--- src/rtl/scroll_ctrl.sv ---
// Scroll-step sequencer for the MAX7219 8x8 column shifter: tick pacing, column fetch, shift pulse, refresh handshake.
// Optional build macro SCROLL_WRAP_EN: an empty fetch recirculates the shifter's outgoing column instead of blanking.
module scroll_ctrl #(
  parameter int TICK_DIV = 1000000,
  parameter int CNT_W    = 16
) (
  input  logic             clk,
  input  logic             rst_n,
  input  logic             start,
  input  logic             stop,
  input  logic             dir_in,
  input  logic             col_valid,
  input  logic [7:0]       col_data,
  output logic             col_ready,
  output logic             sh_en,
  output logic             sh_dir,
  output logic [7:0]       sh_d,
  input  logic [7:0]       sh_ex,
  output logic             frame_req,
  input  logic             frame_ack,
  output logic             busy,
  output logic [CNT_W-1:0] step_cnt
);

  typedef enum logic [2:0] {
    S_IDLE      = 3'd0,
    S_WAIT_TICK = 3'd1,
    S_FETCH     = 3'd2,
    S_SHIFT     = 3'd3,
    S_REFRESH   = 3'd4
  } state_t;

  localparam int TICK_W = (TICK_DIV > 1) ? $clog2(TICK_DIV) : 1;
  localparam logic [TICK_W-1:0] TICK_LAST = TICK_W'(TICK_DIV - 1);

  state_t             state_r;
  logic [TICK_W-1:0]  tick_r;
  logic               dir_r;
  logic [7:0]         d_r;
  logic               take_r;
  logic               stop_pend_r;
  logic [CNT_W-1:0]   step_cnt_r;

  // Sequencer state, tick pacing, latched column and step bookkeeping.
  always_ff @(posedge clk) begin
    if (!rst_n) begin
      state_r     <= S_IDLE;
      tick_r      <= '0;
      dir_r       <= 1'b0;
      d_r         <= 8'h00;
      take_r      <= 1'b0;
      stop_pend_r <= 1'b0;
      step_cnt_r  <= '0;
    end else begin
      // A stop seen mid-sequence is remembered; the current step still runs to the end.
      if ((state_r != S_IDLE) && stop) begin
        stop_pend_r <= 1'b1;
      end
      case (state_r)
        S_IDLE: begin
          if (start) begin
            dir_r       <= dir_in;
            tick_r      <= '0;
            step_cnt_r  <= '0;
            stop_pend_r <= 1'b0;
            state_r     <= S_WAIT_TICK;
          end else begin
            state_r     <= S_IDLE;
          end
        end
        S_WAIT_TICK: begin
          if (tick_r == TICK_LAST) begin
            tick_r  <= '0;
            state_r <= S_FETCH;
          end else begin
            tick_r  <= tick_r + TICK_W'(1);
          end
        end
        S_FETCH: begin
          if (col_valid) begin
            d_r    <= col_data;
            take_r <= 1'b1;
          end else begin
            d_r    <= 8'h00;
            take_r <= 1'b0;
          end
          state_r <= S_SHIFT;
        end
        S_SHIFT: begin
          step_cnt_r <= step_cnt_r + CNT_W'(1);
          state_r    <= S_REFRESH;
        end
        S_REFRESH: begin
          if (frame_ack) begin
            if (stop_pend_r || stop) begin
              stop_pend_r <= 1'b0;
              state_r     <= S_IDLE;
            end else begin
              state_r     <= S_WAIT_TICK;
            end
          end else begin
            state_r <= S_REFRESH;
          end
        end
        default: begin
          state_r <= S_IDLE;
        end
      endcase
    end
  end

  assign col_ready = (state_r == S_FETCH);
  assign sh_en     = (state_r == S_SHIFT);
  assign frame_req = (state_r == S_REFRESH);
  assign busy      = (state_r != S_IDLE);
  assign sh_dir    = dir_r;
  assign step_cnt  = step_cnt_r;

`ifdef SCROLL_WRAP_EN
  // Empty fetch: feed the column leaving the shifter straight back in so the image rotates.
  always_comb begin
    if ((state_r == S_SHIFT) && !take_r) begin
      sh_d = sh_ex;
    end else begin
      sh_d = d_r;
    end
  end
`else
  logic unused_s;
  assign unused_s = ^{sh_ex, take_r};
  assign sh_d     = d_r;
`endif

endmodule

--- config.mk ---
export PLATFORM = sky130hd
export DESIGN_NAME = scroll_ctrl
export DESIGN_NICKNAME = d
export VERILOG_FILES = /design/src/rtl/scroll_ctrl.sv
export SDC_FILE = /design/constraint.sdc
export NUM_CORES = 1
export LEC_CHECK = 0
export BUFFER_PORTS_ARGS = -buffer_cell sky130_fd_sc_hd__buf_2
export CAP_MARGIN = 20
export CORE_MARGIN = 1.5
export CORE_UTILIZATION = 48
export DETAILED_ROUTE_END_ITERATION = 16
export PLACE_DENSITY = 0.75
export SYNTH_ARGS = -nofsm -noshare
export SYNTH_HDL_FRONTEND = slang
export SYNTH_SLANG_ARGS = --single-unit
--- constraint.sdc ---
create_clock -name clk -period 2.1 [get_ports clk]
set_clock_uncertainty 0.2 [all_clocks]
set_input_delay 0.315 -clock clk [delete_from_list [all_inputs] [get_ports clk]]
set_output_delay 0.315 -clock clk [all_outputs]
set_load 0.1 [all_outputs]
==> results of run 1 <==
-- power breakdown --
part | leakage, µW | switching [µW] | internal [µW]
Clock | 0.0000645 | 326 | 378
Sequential | 0.000406 | 26.0 | 953
Combinational | 0.000767 | 399 | 182
-- Yosys cell counts (all sizes together) --
cell and n:
dfxtp 49, nand2 36, nor2 29, nand3 28
a21oi 26, o21ai 14, a31oi 13, clkbuf 12
and3 11, inv 7, nand4 6, nand2b 5
a211oi 3, a22o 3, mux2i 3, nand3b 3
nor4 3, or4 3, xor2 3, a22oi 2
a311oi 2, buf 2, ha 2, nor3 2
nor3b 2, o311ai 2, or2 2, or3 2
or3b 2, or4b 2, a41oi 1, and2 1
and4 1, clkinv 1, mux2 1, nand4b 1
o21a 1, o221a 1, o22ai 1, o2bb2ai 1
o311a 1, o31ai 1, xnor2 1
-- through the flow --
step / hold WS, ns / std cells
2_1_floorplan: 0.239 / 292
3_3_place_gp: 0.236 / 414
3_5_place_dp: 0.245 / 414
4_1_cts: 0.0391 / 423
5_1_grt: 0.0704 / 423
6_report: 0.0424 / 423
-- cell type report --
| cell class | instances | area [µm²] |
|---|---|---|
| fill | 408 | 1690 |
| multi-input combinational | 221 | 1320 |
| sequential | 49 | 1020 |
| timing repair buffer | 70 | 460 |
| clock buffer | 7 | 119 |
| tap | 67 | 83.8 |
| inverter | 8 | 35.0 |
| clock inverter | 1 | 5.00 |
-- routing by layer --
layer,track usage,part of all wire,vias to the layer above
met5,0,0,-
met2,0.355,0.48,65
met3,0.0387,0.046,5
met1,0.285,0.46,1106
met4,0.0776,0.011,0
li1,-,-,1188
-- registers in the layout, summed over array words and instances, names as in the netlist --
name,flops
stop_pend_r,1
sh_dir,1
step_cnt,16
state_r,3
sh_d,8
tick_r,20
-- cell families after synthesis --
group                      count (synthesis)  synth area share
DFF                                       49             0.418
adders and majority gates                  2            0.0107
muxes                                      4            0.0176
buffers and inverters                     22            0.0363
AOI/OAI and AO/OA                         72             0.193
xor gates and xnor gates                   4            0.0149
and+or+nand+nor                          139             0.309
-- critical path, stage by stage, from the launching register on --
cell and delay [ns]:
sky130_fd_sc_hd__dfxtp_1 0.33, sky130_fd_sc_hd__or4b_4 0.55, sky130_fd_sc_hd__nor4_4 0.38, sky130_fd_sc_hd__a211oi_4 0.12, sky130_fd_sc_hd__buf_12 0.17, sky130_fd_sc_hd__or3b_1 0.16
sky130_fd_sc_hd__nand3_1 0.07
-- worst max path at each step --
stage	from	end	slack, ns
floorplan	state_r[0]$_SDFFE_PN0P_	state_r[0]$_SDFFE_PN0P_	-0.003
global placement	tick_r[0]$_SDFFE_PN0P_	tick_r[12]$_SDFFE_PN0P_	0.06
detailed placement	tick_r[0]$_SDFFE_PN0P_	tick_r[9]$_SDFFE_PN0P_	-0.006
CTS	tick_r[0]$_SDFFE_PN0P_	tick_r[12]$_SDFFE_PN0P_	-0.006
global route	tick_r[6]$_SDFFE_PN0P_	tick_r[12]$_SDFFE_PN0P_	-0.07
finish	tick_r[7]$_SDFFE_PN0P_	tick_r[12]$_SDFFE_PN0P_	0.006
-- timing repair --
item / CTS / global route
pin swaps: 1 / 1
hold buffers: 0 / 0
gates resized for setup: 6 / 4
endpoints found under the hold margin: 0 / 0
buffers inserted: 1 / 0
setup endpoints to repair: 5 / 10
==> Flow_metrics.wiki, run 1 <==
{| class="wikitable"
! Metric !! Value
|-
| Status || finished, final reports clean
|-
| Initial DRC Count || 165
|-
| DPL Wire Length || 3950 µm
|-
| Gr ovfl total || 0
|-
| Critical path data required time || 2.10 ns
|-
| Post-route worst setup slack || 0.00626 ns
|-
| Final routed wire length divided by cell count || 13.0 µm
|-
| H-tree levels || 2
|-
| Synthesized Nets || 317
|-
| Count of nets left with antenna violations after detail routing || 0
|-
| Hold Crit Class || input pin to flip-flop
|-
| Vias per inst || 5.59
|-
| Startpoint of the worst hold path || dir_in
|-
| Synth-to-Final Area Change || 29.5%
|-
| Wire length of the first global-routing pass || 9110 µm
|-
| Detailed-route via count || 2364
|-
| Maximum number of pins on one net before global-route repair || 24
|-
| Unrepaired setup endpoints after global routing || true
|-
| Path type of the worst setup path || flip-flop to flip-flop
|-
| WL final || 5490 µm
|-
| CTS tree || done
|-
| Arrival time at the worst endpoint || 2.09 ns
|-
| Flop and latch count out of synthesis || 49
|-
| Synth warnings || 0
|-
| Core footprint || 4720 µm²
|-
| Clock root buffer || sky130_fd_sc_hd__clkbuf_8
|-
| Maximum root-to-sink buffer count || 2
|-
| Pre-CTS WS || -0.00571 ns
|-
| Reported max-cap violation count || 0
|-
| Final max-slew violation count || 0
|-
| Hold Path Stages || 3
|-
| Row count || 25
|-
| Static leakage || 0.00124 µW
|-
| Launching point of the worst reg2reg path || tick_r[7]$_SDFFE_PN0P_
|-
| Leading cell types in the layout, fill and taps excluded || sky130_fd_sc_hd__buf_2 (41), sky130_fd_sc_hd__nand2_1 (35), sky130_fd_sc_hd__dfxtp_1 (33)
|-
| Slew at the pin with the worst max-slew slack || 0.535 ns
|-
| Most area-hungry cell type in the Yosys netlist || sky130_fd_sc_hd__dfxtp_1
|-
| Synthesized area || 2350 µm²
|-
| Setup tns final || 0 ns
|-
| Largest fanout on the critical path || 23
|-
| Worst setup slack for register-to-register paths || 0.006 ns
|-
| Post-detailed-route DRC marker count || 0
|-
| Worst slew slack as a fraction of its limit || 0.642
|-
| Most frequent standard cell in the layout excluding fill and tap cells || sky130_fd_sc_hd__buf_2
|-
| Final setup viols || 0
|-
| Number of diodes added for antenna fixing || 0
|-
| GPL Wtd Cong || 0.899
|-
| Worst-case vdd ir drop || 0.000688 V
|-
| PwrDens || 745 nW/µm²
|-
| Period minus WS final || 2.09 ns
|-
| Number of cells produced by synthesis || 292
|-
| R2R cell count || 6
|-
| Cell area after layout || 3040 µm²
|-
| Number of antenna violations at the first check in global routing || 0
|-
| Total CTS buffers || 5
|-
| Chip height || 72.9 µm
|-
| Endpoint of the lowest-slack register-to-register path || tick_r[12]$_SDFFE_PN0P_
|-
| Count of unique library cells instantiated by Yosys || 48
|-
| Final core utilization || 0.643
|-
| Iteration count of the initial detailed-routing pass || 4
|-
| Total global routing track utilization || 0.216
|-
| Number of global-route vias before repair || 2139
|-
| Min-Delay Endpoint || sh_dir$_SDFFE_PN0N_
|-
| Type of element capturing the critical path || flip-flop
|-
| Fmax || 478 MHz
|-
| Post-CTS clock slew at the launch and capture registers of the worst setup and hold paths || 0.09 ns
|-
| I/O pin count || 52
|-
| Portion of synthesized cell area occupied by the leading cell type || 0.418
|-
| Startpoint class of the critical path || flip-flop
|-
| Die Span X || 72.9 µm
|-
| Starting density of the core || 0.497
|-
| Source-to-sink clock delay at the later pin of the worst-skew pair || 0.30 ns
|-
| Leading cell types by total area after synthesis || sky130_fd_sc_hd__dfxtp_1 (42%), sky130_fd_sc_hd__nand3_1 (6.0%), sky130_fd_sc_hd__nand2_1 (5.8%)
|-
| Full die area || 5320 µm²
|-
| Share of the clock period used by the worst path after layout || 0.997
|-
| Number of port buffers || 43
|-
| Seq/Total Area, Yosys || 0.418
|-
| Number of sinks handled by clock tree synthesis || 49
|-
| Nets || 380
|-
| Share of post-route cells with drive strength above 1 || 0.315
|-
| Hold violation count in the final report || 0
|-
| Avg Synthesized Cell Area || 8.03 µm²
|-
| Post-detailed-placement cell area || 2870 µm²
|-
| Overall power after layout || 2260 µW
|}
Power figures use the tool's default switching activity.
==> run 2, diff against run 1 <==
--- a/config.mk
+++ b/config.mk
@@ -8,9 +8,9 @@
 export BUFFER_PORTS_ARGS = -buffer_cell sky130_fd_sc_hd__buf_2
 export CAP_MARGIN = 20
 export CORE_MARGIN = 1.5
-export CORE_UTILIZATION = 48
+export CORE_UTILIZATION = 54
 export DETAILED_ROUTE_END_ITERATION = 16
-export PLACE_DENSITY = 0.75
+export PLACE_DENSITY = 0.8
 export SYNTH_ARGS = -nofsm -noshare
 export SYNTH_HDL_FRONTEND = slang
 export SYNTH_SLANG_ARGS = --single-unit
==> constraint.sdc (replaced) <==
create_clock -name clk -period 2.18 [get_ports clk]
set_clock_uncertainty 0.2 [all_clocks]
set_input_delay 0.327 -clock clk [delete_from_list [all_inputs] [get_ports clk]]
set_output_delay 0.327 -clock clk [all_outputs]
set_load 0.1 [all_outputs]
==> Flow_metrics.wiki, run 2 (synthesis results as in run 1) <==
{| class="wikitable"
! Metric !! Value
|-
| Arrival time at the worst endpoint || 2.16 ns (+0.07 ns)
|-
| DPL Wire Length || 3840 µm (-2.7%)
|-
| Iteration count of the initial detailed-routing pass || 4 (unchanged)
|-
| Total placed cells including tap cells || 392 (-5.3%)
|-
| Hold Crit Class || input pin to flip-flop
|-
| Fmax || 475 MHz (-0.61%)
|-
| Largest fanout on the critical path || 15 (-35%)
|-
| Vias per inst || 5.87 (+5.1%)
|-
| Total global routing track utilization || 0.246 (+0.0294)
|-
| Total CTS buffers || 5 (unchanged)
|-
| Count of nets left with antenna violations after detail routing || 0 (unchanged)
|-
| Synth-to-Final Area Change || 26.7%
|-
| CTS tree || done
|-
| Row count || 23 (-8.0%)
|-
| Switching Share || 0.335 (+0.00297)
|-
| CP Cell Sequence || ha_1 > and3_1 > and3_2 > a211oi_2 > buf_6 > or3b_1 > nand3_1
|-
| Top Family by Delay on Critical Path || simple AND/OR/NAND/NOR gates
|-
| Setup tns final || 0 ns (unchanged)
|-
| Slew at the pin with the worst max-slew slack || 0.584 ns (+0.0487 ns)
|-
| Register share of total power || 0.446 (+0.013)
|-
| Biggest cell delay along the critical path || 0.35 ns (-0.20 ns)
|-
| Number of diodes added for antenna fixing || 0 (unchanged)
|-
| # hold bufs at CTS || 0 (unchanged)
|-
| GPL Wtd Cong || 0.849 (-5.6%)
|-
| Number of antenna violations at the first check in global routing || 0 (unchanged)
|-
| Number of port buffers || 43 (unchanged)
|-
| Final core utilization || 0.727 (+0.0840)
|-
| Count of buffering cells on the critical path with inverters included || 1 (unchanged)
|-
| Gr ovfl total || 0 (unchanged)
|-
| Die Span X || 68.9 µm (-5.5%)
|-
| Static leakage || 0.00121 µW (-1.9%)
|-
| Largest register FFs || 20 (unchanged)
|-
| Clock root buffer || sky130_fd_sc_hd__clkbuf_8
|-
| Chip height || 68.9 µm (-5.5%)
|-
| Maximum number of pins on one net before global-route repair || 16 (-33%)
|-
| Worst-case vdd ir drop || 0.000648 V (-5.7%)
|-
| Share of post-route cells with drive strength above 1 || 0.306 (-0.00843)
|-
| PwrDens || 717 nW/µm² (-3.8%)
|-
| Most frequent standard cell in the layout excluding fill and tap cells || sky130_fd_sc_hd__buf_2
|-
| Power Internal || 1420 µW (-6.4%)
|-
| Share of the clock period used by the worst path after layout || 0.966 (-0.0307)
|-
| Status || finished, final reports clean
|-
| Nets || 380 (unchanged)
|-
| Share of total power in the clock network || 0.296 (-0.015)
|-
| Slowest cell on the critical path || sky130_fd_sc_hd__dfxtp_1
|-
| Period minus WS final || 2.11 ns (+0.0128 ns)
|-
| Hold violation count in the final report || 0 (unchanged)
|-
| Path type of the worst setup path || flip-flop to flip-flop
|-
| Number of global-route vias before repair || 2074 (-3.0%)
|-
| Initial DRC Count || 169 (+2.4%)
|-
| Number of sinks handled by clock tree synthesis || 49 (unchanged)
|-
| Reported max-cap violation count || 0 (unchanged)
|-
| Critical path data required time || 2.23 ns (+0.13 ns)
|-
| Overall power after layout || 2130 µW (-5.9%)
|-
| Full die area || 4750 µm² (-11%)
|-
| Unrepaired setup endpoints after global routing || true
|-
| Core footprint || 4090 µm² (-13%)
|-
| Detailed-route via count || 2384 (+0.85%)
|-
| Fraction of power consumed by combinational cells || 0.258 (about the same)
|-
| Type of element capturing the critical path || flip-flop
|-
| Starting density of the core || 0.574 (+0.0774)
|-
| Source-to-sink clock delay at the later pin of the worst-skew pair || 0.31 ns (about the same)
|-
| Maximum root-to-sink buffer count || 2 (unchanged)
|-
| Switching component of the power || 713 µW (-5.1%)
|-
| Startpoint class of the critical path || flip-flop
|-
| Final setup viols || 0 (unchanged)
|-
| Number of non-filler instances in the completed layout || 406 (-4.0%)
|-
| Final routed wire length divided by cell count || 13.6 µm (+4.5%)
|-
| Worst hold slack || 0.0535 ns (+0.0111 ns)
|-
| I/O pin count || 52 (unchanged)
|-
| WL final || 5500 µm (+0.31%)
|-
| Worst slew slack as a fraction of its limit || 0.607 (-0.0353)
|-
| Register with the highest flop count || tick_r
|-
| Post-CTS clock slew at the launch and capture registers of the worst setup and hold paths || 0.09 ns (about the same)
|-
| H-tree levels || 2 (unchanged)
|-
| Post-detailed-route DRC marker count || 0 (unchanged)
|-
| Final max-slew violation count || 0 (unchanged)
|-
| Leading cell types in the layout, fill and taps excluded || sky130_fd_sc_hd__buf_2 (41), sky130_fd_sc_hd__dfxtp_1 (36), sky130_fd_sc_hd__nand2_1 (35)
|-
| Wire length of the first global-routing pass || 8760 µm (-3.8%)
|}
-- run 2: what timing repair did --
item	CTS	global route
buffers inserted	0	6
gates resized for setup	1	7
pin swaps	0	2
endpoints found under the setup margin	1	10
-- run 2: worst paths after layout --
path	startpoint	end	slack, ns	cells past startpoint
max	tick_r[1]$_SDFFE_PN0P_	tick_r[12]$_SDFFE_PN0P_	0.07	7
min	dir_in	sh_dir$_SDFFE_PN0N_	0.05	3
max reg2reg	tick_r[1]$_SDFFE_PN0P_	tick_r[12]$_SDFFE_PN0P_	0.07	7
min reg2reg	sh_d[5]$_SDFFE_PN0P_	sh_d[5]$_SDFFE_PN0P_	0.25	2
-- run 2: per-stage QoR --
stage | setup slack [ns] | cell area (µm²)
2_1_floorplan | -0.0197 | 2390
3_3_place_gp | 0.118 | 2800
3_5_place_dp | 0.0757 | 2800
4_1_cts | 0.00735 | 2910
5_1_grt | -0.0437 | 2970
6_report | 0.0735 | 2970
-- run 2: per-layer routing --
metal	up-vias	wire length, µm	GRT usage	share of wire
li1	1193	-	-	-
met4	0	92	0.113	0.017
met3	11	285	0.0438	0.052
met5	-	0	0	0
met2	81	2600	0.411	0.47
met1	1099	2530	0.307	0.46
-- run 2: layout make-up --
type | instances | area, µm²
Tap cell | 50 | 62.6
Inverter | 8 | 33.8
Timing Repair Buffer | 70 | 452
Clock buffer | 8 | 111
Multi-Input combinational cell | 221 | 1300
Sequential cell | 49 | 1010
Fill cell | 307 | 1110
-- run 2: power by group through the flow --
stage / clock [µW] / sequential, µW / combinational [µW]
final: 630 / 950 / 550
after floorplan: 0 / 1040 / 295
after detailed placement: 0 / 969 / 517
after global placement: 0 / 967 / 510
after CTS: 640 / 948 / 520
after global routing: 669 / 956 / 587
-- run 2: worst min-delay path: stages --
cell	delay, ns
sky130_fd_sc_hd__buf_2	0.07
sky130_fd_sc_hd__mux2i_1	0.05
sky130_fd_sc_hd__nor2_1	0.07
==> run 3, diff against run 2 <==
--- a/config.mk
+++ b/config.mk
@@ -5,10 +5,11 @@
 export SDC_FILE = /design/constraint.sdc
 export NUM_CORES = 1
 export LEC_CHECK = 0
+export ABC_AREA = 1
 export BUFFER_PORTS_ARGS = -buffer_cell sky130_fd_sc_hd__buf_2
 export CAP_MARGIN = 20
 export CORE_MARGIN = 1.5
-export CORE_UTILIZATION = 54
+export CORE_UTILIZATION = 55
 export DETAILED_ROUTE_END_ITERATION = 16
 export PLACE_DENSITY = 0.8
 export SYNTH_ARGS = -nofsm -noshare
==> Flow_metrics.wiki, run 3 <==
{| class="wikitable"
! Metric !! Value
|-
| Synth-to-Final Area Change || 15.8%
|-
| Most frequently used cell type in the post-synthesis netlist || sky130_fd_sc_hd__nand2_1
|-
| Maximum root-to-sink buffer count || 2 (unchanged)
|-
| Number of global-route vias before repair || 2290 (+10%)
|-
| Type of element capturing the critical path || output pin
|-
| Portion of synthesized cell area occupied by the leading cell type || 0.382 (-0.0357)
|-
| Hold Crit Class || input pin to flip-flop
|-
| Switching component of the power || 698 µW (-2.2%)
|-
| Count of buffering cells on the critical path with inverters included || 3 (+2)
|-
| Leading cell types in the layout, fill and taps excluded || sky130_fd_sc_hd__nand2_1 (118), sky130_fd_sc_hd__dfxtp_1 (44), sky130_fd_sc_hd__a21oi_1 (41), sky130_fd_sc_hd__buf_2 (41), sky130_fd_sc_hd__nor2_1 (37)
|-
| Unrepaired setup endpoints after global routing || false
|-
| Most area-hungry cell type in the Yosys netlist || sky130_fd_sc_hd__dfxtp_1
|-
| Launching point of the worst reg2reg path || tick_r[1]$_SDFFE_PN0P_
|-
| Count of unique library cells instantiated by Yosys || 36 (-25%)
|-
| Share of total power in the clock network || 0.271 (-0.025)
|-
| Hold violation count in the final report || 0 (unchanged)
|-
| Area occupied by registers || 987 µm² (-2.2%)
|-
| Total placed cells including tap cells || 478 (+22%)
|-
| Number of non-filler instances in the completed layout || 485 (+19%)
|-
| PwrDens || 665 nW/µm² (-7.2%)
|-
| CP Cell Sequence || inv_1 > nor2_2 > nand2_2 > clkinvlp_4 > buf_12
|-
| Initial DRC Count || 205 (+21%)
|-
| Synth warnings || 0 (unchanged)
|-
| Worst hold slack || 0.0416 ns (-0.0119 ns)
|-
| I/O pin count || 52 (unchanged)
|-
| Startpoint of the worst hold path || frame_ack
|-
| Source-to-sink clock delay at the later pin of the worst-skew pair || 0.29 ns (-0.02 ns)
|-
| Number of port buffers || 43 (unchanged)
|-
| Static leakage || 0.00118 µW (-2.5%)
|-
| # hold bufs at CTS || 0 (unchanged)
|-
| Avg Synthesized Cell Area || 6.63 µm² (-18%)
|-
| Final setup viols || 0 (unchanged)
|-
| Number of antenna violations at the first check in global routing || 0 (unchanged)
|-
| Pre-CTS WS || 0.390 ns (+0.314 ns)
|-
| Post-CTS clock slew at the launch and capture registers of the worst setup and hold paths || 0.08 ns (about the same)
|-
| Total global routing track utilization || 0.241 (-0.00492)
|-
| Share of post-route cells with drive strength above 1 || 0.185 (-0.121)
|-
| Largest register FFs || 20 (unchanged)
|-
| Top Family by Delay on Critical Path || buffers and inverters
|-
| Endpoint of the lowest-slack register-to-register path || tick_r[18]$_SDFFE_PN0P_
|-
| Slew at the pin with the worst max-slew slack || 0.494 ns (-0.0900 ns)
|-
| Number of setup buffers added after CTS || 0 (unchanged)
|-
| Biggest cell delay along the critical path || 0.41 ns (+0.06 ns)
|-
| Iteration count of the initial detailed-routing pass || 5 (+1)
|-
| Row count || 24 (+4.3%)
|-
| Starting density of the core || 0.581 (+0.00697)
|-
| Register with the highest flop count || tick_r
|-
| Number of sinks handled by clock tree synthesis || 49 (unchanged)
|-
| Synthesized Nets || 412 (+30%)
|-
| Share of the clock period used by the worst path after layout || 0.927 (-0.0398)
|-
| Vias per inst || 5.27 (-10%)
|-
| Worst setup slack for register-to-register paths || 0.45 ns (+0.38 ns)
|-
| Hold Path Stages || 2 (-1)
|-
| Number of flops mapped to enable cells by yosys || 0 (unchanged)
|-
| Final core utilization || 0.673 (-0.0543)
|-
| Reported max-cap violation count || 0 (unchanged)
|-
| Number of diodes added for antenna fixing || 0 (unchanged)
|-
| Most common flop cell mapped by yosys || sky130_fd_sc_hd__dfxtp_1
|-
| Period minus WS final || 2.02 ns (-0.0867 ns)
|-
| R2R cell count || 9 (+2)
|-
| Area occupied by multi-input gates || 1400 µm² (+7.3%)
|-
| Post-cts sizing count || 0 (-1)
|-
| Switching Share || 0.353 (+0.0182)
|-
| Flop and latch count out of synthesis || 49 (unchanged)
|-
| Status || finished, final reports clean
|-
| Slowest cell on the critical path || sky130_fd_sc_hd__dfxtp_1
|-
| Critical path data required time || 1.65 ns (-0.58 ns)
|-
| Startpoint class of the critical path || flip-flop
|-
| Wire length of the first global-routing pass || 9950 µm (+14%)
|-
| Seq/Total Area, Yosys || 0.382 (-0.0357)
|-
| Post-route worst setup slack || 0.160 ns (+0.0867 ns)
|-
| Chip height || 71.3 µm (+3.5%)
|-
| Leading cell types by total area after synthesis || sky130_fd_sc_hd__dfxtp_1 (38%), sky130_fd_sc_hd__nand2_1 (17%), sky130_fd_sc_hd__a21oi_1 (8.0%)
|-
| Setup tns final || 0 ns (unchanged)
|-
| Gr ovfl total || 0 (unchanged)
|-
| Total CTS buffers || 5 (unchanged)
|-
| Min-Delay Endpoint || stop_pend_r$_SDFF_PN0_
|-
| Fill cell instance count of the final layout || 396 (+29%)
|-
| Maximum number of pins on one net before global-route repair || 20 (+4)
|-
| Worst-case vdd ir drop || 0.000466 V (-28%)
|-
| Core footprint || 4410 µm² (+8.0%)
|-
| WL final || 5760 µm (+4.6%)
|-
| Arrival time at the worst endpoint || 1.49 ns (-0.67 ns)
|-
| Register share of total power || 0.479 (+0.033)
|-
| Final max-slew violation count || 0 (unchanged)
|-
| Post-detailed-route DRC marker count || 0 (unchanged)
|-
| Power Internal || 1280 µW (-9.7%)
|-
| CTS tree || done
|-
| Clock root buffer || sky130_fd_sc_hd__clkbuf_8
|-
| Count of nets left with antenna violations after detail routing || 0 (unchanged)
|-
| DPL Wire Length || 4140 µm (+7.8%)
|-
| Fraction of registers with async set or reset after synthesis || 0 (unchanged)
|-
| Largest fanout on the critical path || 9 (-6)
|-
| Final routed wire length divided by cell count || 11.9 µm (-12%)
|-
| H-tree levels || 2 (unchanged)
|-
| Full die area || 5080 µm² (+7.0%)
|-
| Worst slew slack as a fraction of its limit || 0.673 (+0.0664)
|-
| Number of cells produced by synthesis || 387 (+33%)
|-
| Path type of the worst setup path || flip-flop to output pin
|-
| Fraction of power consumed by combinational cells || 0.250 (-0.008)
|-
| Most frequent standard cell in the layout excluding fill and tap cells || sky130_fd_sc_hd__nand2_1
|-
| Nets || 458 (+21%)
|-
| Top cells by instance count after synthesis || sky130_fd_sc_hd__nand2_1 (118), sky130_fd_sc_hd__dfxtp_1 (49), sky130_fd_sc_hd__a21oi_1 (41)
|-
| GPL Wtd Cong || 0.868 (+2.2%)
|-
| Die Span X || 71.3 µm (+3.5%)
|-
| Detailed-route via count || 2556 (+7.2%)
|-
| Synthesized area || 2560 µm² (+9.3%)
|-
| Fmax || 495 MHz (+4.3%)
|}
[run 3: power groups by stage]
| stage | logic, µW | clock network, µW | registers, µW |
|---|---|---|---|
| 2_1_floorplan | 307 | 0 | 1040 |
| 4_1_cts | 494 | 552 | 947 |
| 3_3_place_gp | 491 | 0 | 968 |
| 6_report | 494 | 535 | 947 |
| 5_1_grt | 536 | 584 | 951 |
| 3_5_place_dp | 494 | 0 | 968 |
[run 3: cell type report]
type,instances,share of cell area
Inverter,41,0.0535
Timing Repair Buffer,47,0.0927
Multi-Input combinational cell,289,0.471
Sequential cell,49,0.332
Clock buffer,7,0.0291
Tap cell,52,0.0219
[run 3: worst max path at each step]
stage	start	to	slack, ns	cells after the start
after floorplan	step_cnt[7]$_SDFFE_PN0P_	step_cnt[14]$_SDFFE_PN0P_	0.03	7
final	state_r[1]$_SDFFE_PN0P_	sh_en	0.16	5
after global routing	state_r[1]$_SDFFE_PN0P_	sh_en	0.0009	5
after global placement	state_r[1]$_SDFFE_PN0P_	sh_en	0.41	5
after detailed placement	state_r[1]$_SDFFE_PN0P_	step_cnt[8]$_SDFFE_PN0P_	0.39	7
after CTS	state_r[1]$_SDFFE_PN0P_	sh_en	0.06	5
[run 3: cell families after synthesis]
family,after synthesis,synth area share
AOI/OAI and AO/OA,66,0.141
DFF,49,0.382
buffers and inverters,49,0.0771
and+or+nand+nor,214,0.366
adders and majority gates,2,0.00975
xor gates and xnor gates,7,0.0239
[run 3: stage by stage]
step / total power (µW) / cell area (µm²)
after detailed placement: 1460 / 2880
final: 1980 / 2970
after global routing: 2070 / 2970
after CTS: 1990 / 2970
after floorplan: 1350 / 2580
after global placement: 1460 / 2880
[run 3: layer usage]
metal | part of all wire | global-route usage | wire length [µm] | vias up
met5 | 0 | 0 | 0 | -
met4 | 0.0083 | 0.0713 | 48 | 0
met3 | 0.048 | 0.0478 | 274 | 4
met2 | 0.46 | 0.391 | 2650 | 62
met1 | 0.48 | 0.325 | 2780 | 1144
li1 | - | - | - | 1346
